$ cat src/rtl/regfile_pkg.sv
// Shared widths, architectural register names and word/index types for the
// decode-stage register file and its scoreboard.
package regfile_pkg;

  localparam int DATA_W_DEF = 32;
  localparam int ADDR_W_DEF = 5;

  localparam int REG_ZERO = 0;
  localparam int REG_SP   = 2;
  localparam int REG_A0   = 10;

  typedef logic [ADDR_W_DEF-1:0] reg_idx_t;
  typedef logic [DATA_W_DEF-1:0] word_t;

endpackage

$ cat src/rtl/regfile_scoreboard.sv
// Per-register pending-write bits: set on issue, cleared on writeback,
// wiped by flush. Also produces the per-read-port hazard flags.
module regfile_scoreboard
  import regfile_pkg::*;
#(
  parameter int ADDR_W   = ADDR_W_DEF,
  parameter int NUM_RD   = 2,
  parameter int ZERO_REG = 1
) (
  input  logic                     clk,
  input  logic                     rst_n,
  input  logic                     iss_en,
  input  logic [ADDR_W-1:0]        iss_addr,
  input  logic                     wr_en,
  input  logic [ADDR_W-1:0]        wr_addr,
  input  logic                     flush,
  input  logic [NUM_RD*ADDR_W-1:0] rd_addr,
  output logic [(1<<ADDR_W)-1:0]   busy_vec,
  output logic [NUM_RD-1:0]        rd_busy
);

  localparam int NREGS = 1 << ADDR_W;

  logic [NREGS-1:0] busy_q;
  logic [NREGS-1:0] busy_nxt;

  // Issue is applied after writeback so a new producer outranks the retiring one.
  always_comb begin
    busy_nxt = busy_q;
    if (flush) begin
      busy_nxt = '0;
    end else begin
      if (wr_en)  busy_nxt[wr_addr]  = 1'b0;
      if (iss_en) busy_nxt[iss_addr] = 1'b1;
    end
    if (ZERO_REG != 0) busy_nxt[REG_ZERO] = 1'b0;
  end

  always_ff @(posedge clk or negedge rst_n) begin
    if (!rst_n) busy_q <= '0;
    else        busy_q <= busy_nxt;
  end

  assign busy_vec = busy_q;

  for (genvar i = 0; i < NUM_RD; i++) begin : g_rd_busy
    logic [ADDR_W-1:0] a;
    assign a = rd_addr[i*ADDR_W +: ADDR_W];
    // A writeback landing this cycle resolves the hazard, mirroring the bypass.
    assign rd_busy[i] = busy_q[a] & ~(wr_en && (wr_addr == a));
  end

endmodule

$ cat src/rtl/regfile_sb.sv
// Integer register file with NUM_RD combinational read ports, one write port,
// write-first bypass, a pending-write scoreboard and a debug tap register.
module regfile_sb
  import regfile_pkg::*;
#(
  parameter int DATA_W   = DATA_W_DEF,
  parameter int ADDR_W   = ADDR_W_DEF,
  parameter int NUM_RD   = 2,
  parameter int ZERO_REG = 1,
  parameter int DBG_REG  = REG_A0
) (
  input  logic                     clk,
  input  logic                     rst_n,
  input  logic [NUM_RD*ADDR_W-1:0] rd_addr,
  output logic [NUM_RD*DATA_W-1:0] rd_data,
  output logic [NUM_RD-1:0]        rd_busy,
  input  logic                     wr_en,
  input  logic [ADDR_W-1:0]        wr_addr,
  input  logic [DATA_W-1:0]        wr_data,
  input  logic                     iss_en,
  input  logic [ADDR_W-1:0]        iss_addr,
  input  logic                     flush,
  output logic [(1<<ADDR_W)-1:0]   busy_vec,
  output logic [DATA_W-1:0]        dbg_data
);

  localparam int NREGS = 1 << ADDR_W;
  localparam logic [ADDR_W-1:0] DBG_IDX  = ADDR_W'(DBG_REG);
  localparam logic [ADDR_W-1:0] ZERO_IDX = ADDR_W'(REG_ZERO);

  logic [DATA_W-1:0] regs [NREGS];
  logic              wr_ok;

  // Writes to a hardwired zero register are dropped before storage and bypass.
  assign wr_ok = wr_en && !((ZERO_REG != 0) && (wr_addr == ZERO_IDX));

  always_ff @(posedge clk or negedge rst_n) begin
    if (!rst_n) begin
      for (int r = 0; r < NREGS; r++) regs[r] <= '0;
    end else if (wr_ok) begin
      regs[wr_addr] <= wr_data;
    end
  end

  for (genvar i = 0; i < NUM_RD; i++) begin : g_rd
    logic [ADDR_W-1:0] a;
    logic [DATA_W-1:0] d;
    assign a = rd_addr[i*ADDR_W +: ADDR_W];
    always_comb begin
      d = regs[a];
      if ((ZERO_REG != 0) && (a == ZERO_IDX)) d = '0;
      else if (wr_ok && (wr_addr == a))       d = wr_data;
    end
    assign rd_data[i*DATA_W +: DATA_W] = d;
  end

  assign dbg_data = regs[DBG_IDX];

  regfile_scoreboard #(
    .ADDR_W   (ADDR_W),
    .NUM_RD   (NUM_RD),
    .ZERO_REG (ZERO_REG)
  ) u_sb (
    .clk      (clk),
    .rst_n    (rst_n),
    .iss_en   (iss_en),
    .iss_addr (iss_addr),
    .wr_en    (wr_ok),
    .wr_addr  (wr_addr),
    .flush    (flush),
    .rd_addr  (rd_addr),
    .busy_vec (busy_vec),
    .rd_busy  (rd_busy)
  );

endmodule

$ cat config.mk
export PLATFORM = sky130hd
export DESIGN_NAME = regfile_sb
export DESIGN_NICKNAME = d
export VERILOG_FILES = /design/src/rtl/regfile_pkg.sv /design/src/rtl/regfile_scoreboard.sv /design/src/rtl/regfile_sb.sv
export SDC_FILE = /design/constraint.sdc
export NUM_CORES = 2
export LEC_CHECK = 0
export BUFFER_PORTS_ARGS = -buffer_cell sky130_fd_sc_hd__buf_2
export CORE_MARGIN = 3
export CORE_UTILIZATION = 64
export CTS_CLUSTER_DIAMETER = 80
export DETAILED_ROUTE_END_ITERATION = 10
export PLACE_DENSITY = 0.79
export SLEW_MARGIN = 40
export SYNTH_ARGS = -nofsm -noshare
export SYNTH_HDL_FRONTEND = slang
export SYNTH_HIERARCHICAL = 1
export SYNTH_SLANG_ARGS = --single-unit
$ cat constraint.sdc
create_clock -name clk -period 2.4 [get_ports clk]
set_input_delay 0 -clock clk [delete_from_list [all_inputs] [get_ports clk]]
set_output_delay 0 -clock clk [all_outputs]
set_load 0.02 [all_outputs]
==> metrics <==
global-route wire length before repair 294 mm; RSZ-0062 raised after global routing yes; endpoint of the worst-slack reg-to-reg timing path u_sb/busy_vec[11]; area inside the core boundary 0.0892 sq mm; CTS H-tree lvls 3; ys flop type dfrtp_1; height of the chip 307 um; Routability Congestion 0.943; Final Hold Fails 0; number of max-capacitance violations reported 0; most area-consuming cells after synthesis dfrtp_1 45%, mux2_2 20%, mux4_2 14%; Internal Dissipation 38.9 mW; worst hold margin 0.0294 ns; clock tree from TritonCTS yes; path category of the worst min-delay check input port to register; number of max-slew violations in the final report 0; transition at the pin with the smallest max-transition slack 0.834 ns; Crit path required time 2.40 ns; type of origin of the critical path register; Skew-Pair Late Insertion Delay 0.69 ns; FF-to-FF path depth 3; Critical Path AT 2.56 ns; count of input and output buffers 185; Area Overhead vs Synth 16.1%; top post-synthesis cells by count 1055 x dfrtp_1, 1017 x mux2_2, 365 x mux4_2, 249 x mux2i_1, 218 x clkbuf_1; final setup skew 0 ns; number of detailed-routing iterations run before antenna repair 6; final design area excluding fillers 0.0674 sq mm; area fraction of the dominant cell type after synthesis 45.5%; maximum number of pins on one net before global-route repair 99; type of element capturing the critical path primary output; via count of the routed design 43600; combinational group share of total power 22.8%; clock buffer count from CTS 110; slack of the critical path -0.156 ns; worst supply voltage drop on vdd 0.729 mV; sw frac 28.9%; Hold Path Depth 5; start point of the critical path dbg_data[12]; Synthesized Nets 4291; leakage power figure 29.6 nW; post-placement cell area 0.0614 sq mm; clock-pin slew on the worst setup and hold paths 0.06 ns; gate count after technology mapping 4234; clock share of power 33.7%; die outline width 307 um; fraction of registers with async set/reset 100%; sequential element share of the synthesized area 45.5%; sequential fraction of design power 43.5%; post-DR wirelength/cell 35.2 um; vias in the first global route 44400; antenna viol nets, final 0; CTS root buf clkbuf_16; Fill cells 5250; crit share post-route 106%; worst max-slew margin expressed relative to the limit 44.2%; core occupancy in the finished layout 75.6%; failing checks setup timing; biggest area consumer among synthesized cells dfrtp_1; full die area 0.0944 sq mm; Max Clock Freq 391 MHz; Crit Path Category register to primary output; clock tree buffer depth 3; post-detail-place hpwl 124 mm; run status finished, violations left; antenna violations before repair 5; number of placement rows 109; aggregate routed wire length 201 mm; min cycle time layout 2.56 ns; number of flops mapped to enable cells by yosys 0; detail-routed via count per cell 7.65; Worst Path Max Fanout 3; number of top-level pins 187; Min-Delay Startpoint wr_addr[4]; proportion of layout cells with a drive suffix above 1 51.5%; Net Switching 15.8 mW; reg-to-reg setup timing slack 1.04 ns; Cell Area, Synth 0.0581 sq mm; Yosys warning count 6; footprint of the multi-input gates 0.0301 sq mm; GR Util All Layers 42.4%; total number of clock tree sinks 1055; Min-Delay Endpoint u_sb/busy_vec[24]; layout net count 4501; Post-Place Worst Slack -0.245 ns; initial standard-cell utilization of the core 65.1%; Pwr Density 811 mW/mm^2; total gr overflow 0; Yosys cell types 77; count of endpoints failing setup in the final report 18; synthesized area per cell 13.7 sq um; starting DRC count in detailed routing 6305; Register Area 0.0264 sq mm; cell with the most instances after synthesis dfrtp_1; DRC viols 0; reg-to-reg critical path startpoint u_sb/busy_vec[11]; flip-flop and latch count after synthesis 1055
[what timing repair did]
item	in CTS	in global routing
setup endpoints to repair	44	52
gates resized for setup	164	105
pin swaps	68	62
hold buffers	54	0
buffers inserted	41	14
endpoints found under the hold margin	1783	0
[layout make-up]
cell class / count / area share (%)
clock buffers: 160 / 4.84
well taps: 1165 / 2.16
repair buffers: 589 / 8.15
clock inverters: 42 / 0.906
flip-flops and latches: 1055 / 39.2
inverters: 7 / 0.0390
diodes: 5 / 0.0186
multi-input cells: 2681 / 44.7
[worst max-delay path, cell delays in order (launching register included)]
cell and delay [ns]:
dfrtp_2 0.45, mux4_2 0.27, o22ai_2 0.06, nor3_2 0.28, a221o_1 0.20, nor2_2 0.05, nor3_2 0.32, buf_4 0.22
[cells by family after synthesis]
kind of cell	count (synthesis)	synth area share, %
compound gates	547	6.56
flops	1055	45.5
xor+xnor	20	0.315
buf+inv	498	4.79
mux	1653	38.9
simple gates	460	3.92
other cells	1	0.00646
[routing by layer]
| layer | wire [um] | share of wire (%) | global-route usage, % | vias up |
|---|---|---|---|---|
| met5 | 38 | 0.019 | 0.404 | - |
| met4 | 14200 | 7.1 | 24.7 | 6 |
| met3 | 28300 | 14 | 14.6 | 935 |
| met2 | 87800 | 44 | 61.8 | 3621 |
| met1 | 70500 | 35 | 55.7 | 22400 |
| li1 | - | - | - | 16600 |
[state kept, by name, indices dropped and copies added, names as in the netlist]
signal         cells
dbg_data          32
regs             992
u_sb/busy_vec     31
[worst max path at each step]
stage | endpoint | slack [ns]
6_report | rd_data[44] | -0.16
5_1_grt | rd_data[55] | -0.18
4_1_cts | rd_data[23] | -0.16
3_5_place_dp | rd_data[55] | -0.25
3_3_place_gp | rd_data[55] | -0.27
2_1_floorplan | rd_data[60] | 0.56
[metrics by stage]
stage | TNS (ns) | power [mW] | cells
after floorplan | 0 | 31.3 | 4234
after global placement | -0.344 | 34.5 | 5398
after detailed placement | -0.290 | 35.1 | 5398
after CTS | -1.35 | 53.9 | 5685
after global routing | -2.15 | 56.3 | 5699
final | -1.47 | 54.7 | 5704
[power groups by stage]
stage | Sequential (mW) | Combinational (mW) | Clock (mW)
4_1_cts | 23.6 | 12.0 | 18.4
6_report | 23.8 | 12.5 | 18.4
3_5_place_dp | 23.8 | 11.3 | 0
2_1_floorplan | 22.9 | 8.40 | 0
3_3_place_gp | 23.5 | 10.9 | 0
5_1_grt | 24.1 | 13.1 | 19.1
[cell usage in the layout, fill, tap and decap left out, types with 12 or more instances in the layout]
cell type,instances
dfrtp_1,1049
mux2_2,1017
mux4_2,369
buf_4,269
mux2i_1,241
buf_2,143
clkbuf_16,113
nor2_1,93
nand2_1,93
buf_12,93
o21ai_0,80
a21oi_1,59
o22ai_1,56
a22oi_1,53
dlygate4sd3_1,53
nor3_1,46
a221oi_1,45
clkbuf_8,27
o21ai_1,26
o22ai_2,26
buf_6,26
nor3_2,22
nand3_1,22
nor2b_1,22
o211ai_1,21
clkbuf_1,21
nor2_4,19
clkinv_2,19
nand2_2,17
a221o_1,16
nand3b_1,15
a211oi_1,15
bufinv_16,15
a211o_1,14
nor3b_1,13
a21oi_2,13
xnor2_1,12
nand2b_1,12
a221oi_2,12
a22oi_2,12
Note: power is estimated with default switching activity, not from simulation.
